--- config.mk ---
export PLATFORM = sky130hd
export DESIGN_NAME = mips_debug_unit
export DESIGN_NICKNAME = d
export VERILOG_FILES = /design/src/rtl/mips_debug_unit.sv
export SDC_FILE = /design/constraint.sdc
export NUM_CORES = 1
export LEC_CHECK = 0
export ABC_AREA = 1
export CAP_MARGIN = 20
export CORE_MARGIN = 3
export CORE_UTILIZATION = 45
export CTS_CLUSTER_SIZE = 25
export DETAILED_ROUTE_END_ITERATION = 7
export GPL_TIMING_DRIVEN = 0
export PLACE_DENSITY = 0.7
export SLEW_MARGIN = 10
export SYNTH_ARGS = -nofsm -noshare
export SYNTH_HDL_FRONTEND = slang
export SYNTH_SLANG_ARGS = --single-unit
--- constraint.sdc ---
create_clock -name i_clk -period 19.6 [get_ports i_clk]
set_clock_uncertainty 0.1 [all_clocks]
set_input_delay 2.94 -clock i_clk [delete_from_list [all_inputs] [get_ports i_clk]]
set_output_delay 2.94 -clock i_clk [all_outputs]
set_load 0.01 [all_outputs]
--- src/rtl/mips_debug_unit.sv ---
// Debug controller for the five-stage MIPS pipeline: runs or single-steps the core via a clock-enable,
// then snapshots the pipeline latches plus an executed-cycle counter and streams them MSB byte first to a UART.
module mips_debug_unit #(
    parameter int               NB_DATA   = 8,
    parameter int               NB_IF_ID  = 64,
    parameter int               NB_ID_EX  = 192,
    parameter int               NB_EX_MEM = 128,
    parameter int               NB_MEM_WB = 64,
    parameter int               NB_CYCLES = 32,
    parameter logic [NB_DATA-1:0] CMD_RUN  = 8'h43,
    parameter logic [NB_DATA-1:0] CMD_STEP = 8'h53,
    parameter logic [NB_DATA-1:0] CMD_DUMP = 8'h44,
    parameter logic [NB_DATA-1:0] CMD_STOP = 8'h50
) (
    input  logic                 i_clk,
    input  logic                 i_rst,
    input  logic [NB_DATA-1:0]   i_rx_data,
    input  logic                 i_rx_done,
    input  logic                 i_tx_done,
    input  logic                 i_halt,
    input  logic [NB_IF_ID-1:0]  i_if_id,
    input  logic [NB_ID_EX-1:0]  i_id_ex,
    input  logic [NB_EX_MEM-1:0] i_ex_mem,
    input  logic [NB_MEM_WB-1:0] i_mem_wb,
    output logic [NB_DATA-1:0]   o_tx_data,
    output logic                 o_tx_start,
    output logic                 o_mips_enable,
    output logic                 o_busy
);

    localparam int SNAP_W   = NB_CYCLES + NB_IF_ID + NB_ID_EX + NB_EX_MEM + NB_MEM_WB;
    localparam int NB_BYTES = SNAP_W / NB_DATA;
    localparam int IDX_W    = $clog2(NB_BYTES);

    typedef enum logic [2:0] {
        IDLE,
        RUN,
        STEP,
        CAPTURE,
        SEND,
        WAIT_TX
    } state_t;

    state_t              state;
    logic [NB_CYCLES-1:0] cycles;
    logic [SNAP_W-1:0]    snapshot;
    logic [IDX_W-1:0]     byte_idx;

    always_ff @(posedge i_clk or posedge i_rst) begin
        if (i_rst) begin
            state         <= IDLE;
            cycles        <= '0;
            snapshot      <= '0;
            byte_idx      <= '0;
            o_tx_data     <= '0;
            o_tx_start    <= 1'b0;
            o_mips_enable <= 1'b0;
            o_busy        <= 1'b0;
        end else begin
            o_tx_start <= 1'b0;
            if (o_mips_enable) begin
                cycles <= cycles + NB_CYCLES'(1);
            end

            case (state)
                IDLE: begin
                    if (i_rx_done) begin
                        if (i_rx_data == CMD_RUN) begin
                            state         <= RUN;
                            o_mips_enable <= 1'b1;
                            o_busy        <= 1'b1;
                        end else if (i_rx_data == CMD_STEP) begin
                            state         <= STEP;
                            o_mips_enable <= 1'b1;
                            o_busy        <= 1'b1;
                        end else if (i_rx_data == CMD_DUMP) begin
                            state  <= CAPTURE;
                            o_busy <= 1'b1;
                        end
                    end
                end

                // The pipeline still advances on the edge that leaves RUN.
                RUN: begin
                    if (i_halt || (i_rx_done && i_rx_data == CMD_STOP)) begin
                        o_mips_enable <= 1'b0;
                        state         <= CAPTURE;
                    end
                end

                STEP: begin
                    o_mips_enable <= 1'b0;
                    state         <= CAPTURE;
                end

                CAPTURE: begin
                    snapshot <= {cycles, i_if_id, i_id_ex, i_ex_mem, i_mem_wb};
                    byte_idx <= '0;
                    state    <= SEND;
                end

                // The snapshot shifts left per byte, so the top byte is always the next to send.
                SEND: begin
                    o_tx_data  <= snapshot[SNAP_W-1 -: NB_DATA];
                    o_tx_start <= 1'b1;
                    state      <= WAIT_TX;
                end

                WAIT_TX: begin
                    if (i_tx_done) begin
                        if (byte_idx == IDX_W'(NB_BYTES - 1)) begin
                            state  <= IDLE;
                            o_busy <= 1'b0;
                        end else begin
                            byte_idx <= byte_idx + IDX_W'(1);
                            snapshot <= snapshot << NB_DATA;
                            state    <= SEND;
                        end
                    end
                end

                default: begin
                    state <= IDLE;
                end
            endcase
        end
    end

endmodule

==> impl_metrics.csv <==
group,metric,value,unit
sta,achievable-frequency,216,MHz
min_path,hp-class,"reg -> reg",
worst_setup_path,timing_worst_setup_path_type,"reg -> out",
die,die_area,60200,µm²
clock_network,numCtsBuffers,57,
drt,routed-via-count,23700,
worst_setup_path,cp_data_arrival_time,1590,ps
clock_network,cts.repair.resized,0,
worst_setup_path,critPathTopFamily,"buffers and inverters",
sta,post-route-min-period,4630,ps
sta,hold_viol,0,
finish,layout.cells.non_filler,4755,
clock_network,max-clock-path-buffers,3,
place,finalWeightedCongestion,0.871,
drt,wl_per_cell,16.5,µm
yosys,postSynthCellCount,3412,
clock_network,tritoncts,"built",
place,place.detailed.hpwl,58100,µm
yosys,synth_area,25800,µm²
worst_setup_path,start_kind,"flip-flop",
power_and_ir_drop,vdd.ir_drop.worst,84.0,µV
global_route,grt_first_pass_wirelength,123000,µm
job,max_cap_violations,0,
yosys,synth.net_count,3875,
sta,setup_repair_after_global_routing_missed_its_margin,"false",
die,start_util,0.457,
clock_network,clock_tree.htree_level_count,2,
yosys,yosysTopAreaCellShare,0.516,
worst_setup_path,critical_path.endpoint_type,"primary output",
finish,nets_finish,4409,
clock_network,cts.sinks,532,
yosys,synth_cell_types,27,
worst_setup_path,cp_max_stage_delay,570,ps
power_and_ir_drop,cellLeakagePower,16.1,nW
global_route,remaining_global_route_overflow,0,
clock_network,hold_buffers,0,
place,place_ws,14410,ps
yosys,seq_total_area_yosys,0.516,
place,io_buffer_count,471,
clock_network,setup_fix_bufs_post_cts,0,
sta,setup-violations-final,0,
yosys,synth_edf_count,0,
worst_setup_path,worst-endpoint-required,16560,ps
drt,remaining_drc_errors,0,
drt,drt_first_pass_iters,5,
worst_setup_path,critPathMaxFanout,5,
clock_network,insertion_delay,620,ps
clock_network,clk_transition_reported_paths,60,ps
place,placed_cell_count,4643,
sta,final_max_slew_viol_count,0,
drt,antenna_violating_nets_post_route,0,
worst_setup_path,path_buf_inv,1,
finish,fraction_of_layout_cells_with_a_size_suffix_above_1,0.0543,
yosys,synthArstFlopShare,1.00,
sta,post-route-period-util,0.236,
yosys,synth_area_leaders,"dfrtp_1, nand2_1, o21ai_0, o21ai_1, inv_1",
finish,finalCoreUtilization,0.595,
sta,worst_slew_margin_rel,0.374,
global_route,grt_antenna_before_repair,15,
yosys,synthDominantAreaCellType,"dfrtp_1",
sta,setup_ws,14970,ps
die,ioPinCount,472,
die,core.rowCount,87,
worst_setup_path,timing.critical_path.cells,"clkdlybuf4s50_1",
die,die_height,245,µm
yosys,synth-main-ff-cell,"dfrtp_1",
power_and_ir_drop,p_per_area,132,nW/µm²
yosys,postSynthRegisterBits,532,
global_route,grt_pass1_vias,23400,
drt,detailedRoute.firstIterationViolations,1552,
sta,worstMarginPinSlew,938,ps
global_route,tot_gr_track_use,0.254,
global_route,grt_start_max_net_pins,119,
die,core_region_area,56500,µm²
finish,area_growth,30.3,%
die,die_w,245,µm
run_status,status,"finished, final reports clean",
worst_setup_path,slowest_stage,"clkdlybuf4s50_1",
yosys,synth.yosys.warnings,0,
drt,post_drt_via_cell_ratio,4.99,
yosys,syn_avg_cell_area,7.56,µm²
clock_network,clk_root_buffer_cell,"clkbuf_16",
drt,totalWireLength,78300,µm
[logic make-up after synthesis]
logic type | count (synthesis) | synth area share
flops | 532 | 0.516
xor+xnor | 27 | 0.00917
buf+inv | 734 | 0.114
compound gates | 969 | 0.188
fa+ha+maj | 2 | 0.000970
simple gates | 1148 | 0.172
[through the flow]
step           cell area, µm²  total power, W  TNS [ps]  hold slack (ps)
2_1_floorplan           25800         0.00280         0              363
4_1_cts                 33600         0.00447         0              387
5_1_grt                 33600         0.00478         0              404
6_report                33600         0.00444         0              384
3_5_place_dp            31600         0.00330         0              372
3_3_place_gp            31500         0.00327  -2539950              375
[worst paths after layout]
| path | startpoint | to | slack [ps] | cells after the start |
|---|---|---|---|---|
| min in group asynchronous | i_rst | snapshot[89] | 2720 | 2 |
| setup reg to reg | state[2] | snapshot[417] | 16780 | 8 |
| hold reg to reg | o_tx_data[1] | o_tx_data[1] | 380 | 2 |
| setup / recovery | o_mips_enable | o_mips_enable | 14970 | 1 |
| max in group asynchronous | i_rst | snapshot[350] | 15140 | 4 |
| hold / removal | o_tx_data[1] | o_tx_data[1] | 380 | 2 |
[power breakdown]
| group | leakage (nW) | switching (W) | internal [W] |
|---|---|---|---|
| logic | 8.46 | 0.00103 | 0.000558 |
| clock network | 1.00 | 0.000458 | 0.000687 |
| registers | 6.68 | 0.000128 | 0.00158 |
[synthesized netlist by cell type (7+ instances only)]
cell,n
nand4_1,12
nand3_1,24
o21ai_1,481
inv_1,517
dfrtp_1,532
xor2_1,15
nand2_1,1056
nor3_1,9
clkbuf_1,98
nor2_1,37
o21ai_0,484
buf_2,94
buf_1,11
xnor2_1,12
buf_6,7
[sequential cells by signal, indices dropped and copies added (netlist names)]
signal / cells
byte_idx: 6
cycles: 32
o_busy: 1
o_mips_enable: 1
o_tx_data: 8
o_tx_start: 1
snapshot: 480
state: 3
[cell type report]
cell class                 instances  area [µm²]
inverter                         521        1960
tap                              756         946
clock inverter                    30         390
timing repair buffer             475        4820
sequential                       532       13300
antenna                            4        10.0
multi-input combinational       2146        9540
clock buffer                      78        1630
fill                            5084       22900
buffer                           213         981
[routing by layer]
layer	part of all wire	GRT usage	vias up
met5	0.0015	0	-
met4	0.024	0.0703	16
met3	0.070	0.0449	129
met2	0.47	0.417	753
met1	0.44	0.349	11100
li1	-	-	11700
[cell usage in the layout (no fill, tap or decap)]
cell type and count:
ha_1 2, buf_16 4, buf_6 7, o211ai_1 1, nand3b_1 4, nand3_2 1, inv_6 1, inv_1 516
o21ai_0 484, or2_2 1, a21oi_1 2, buf_2 94, clkbuf_16 57, dfrtp_1 532, inv_2 4, clkinv_8 3
inv_8 1, nand4_1 12, bufinv_16 8, xor2_1 15, o21ai_2 1, xnor2_1 12, nand2_1 1056, clkdlybuf4s50_1 471
clkbuf_1 107, buf_1 11, nor3_1 9, diode_2 4, nor2b_1 1, nor2_4 2, clkinvlp_4 1, o21ai_1 481
nand3_1 24, and2_1 1, clkinv_2 17, nor2_1 37, clkbuf_8 12, buf_4 3
Power figures use the tool's default switching activity.
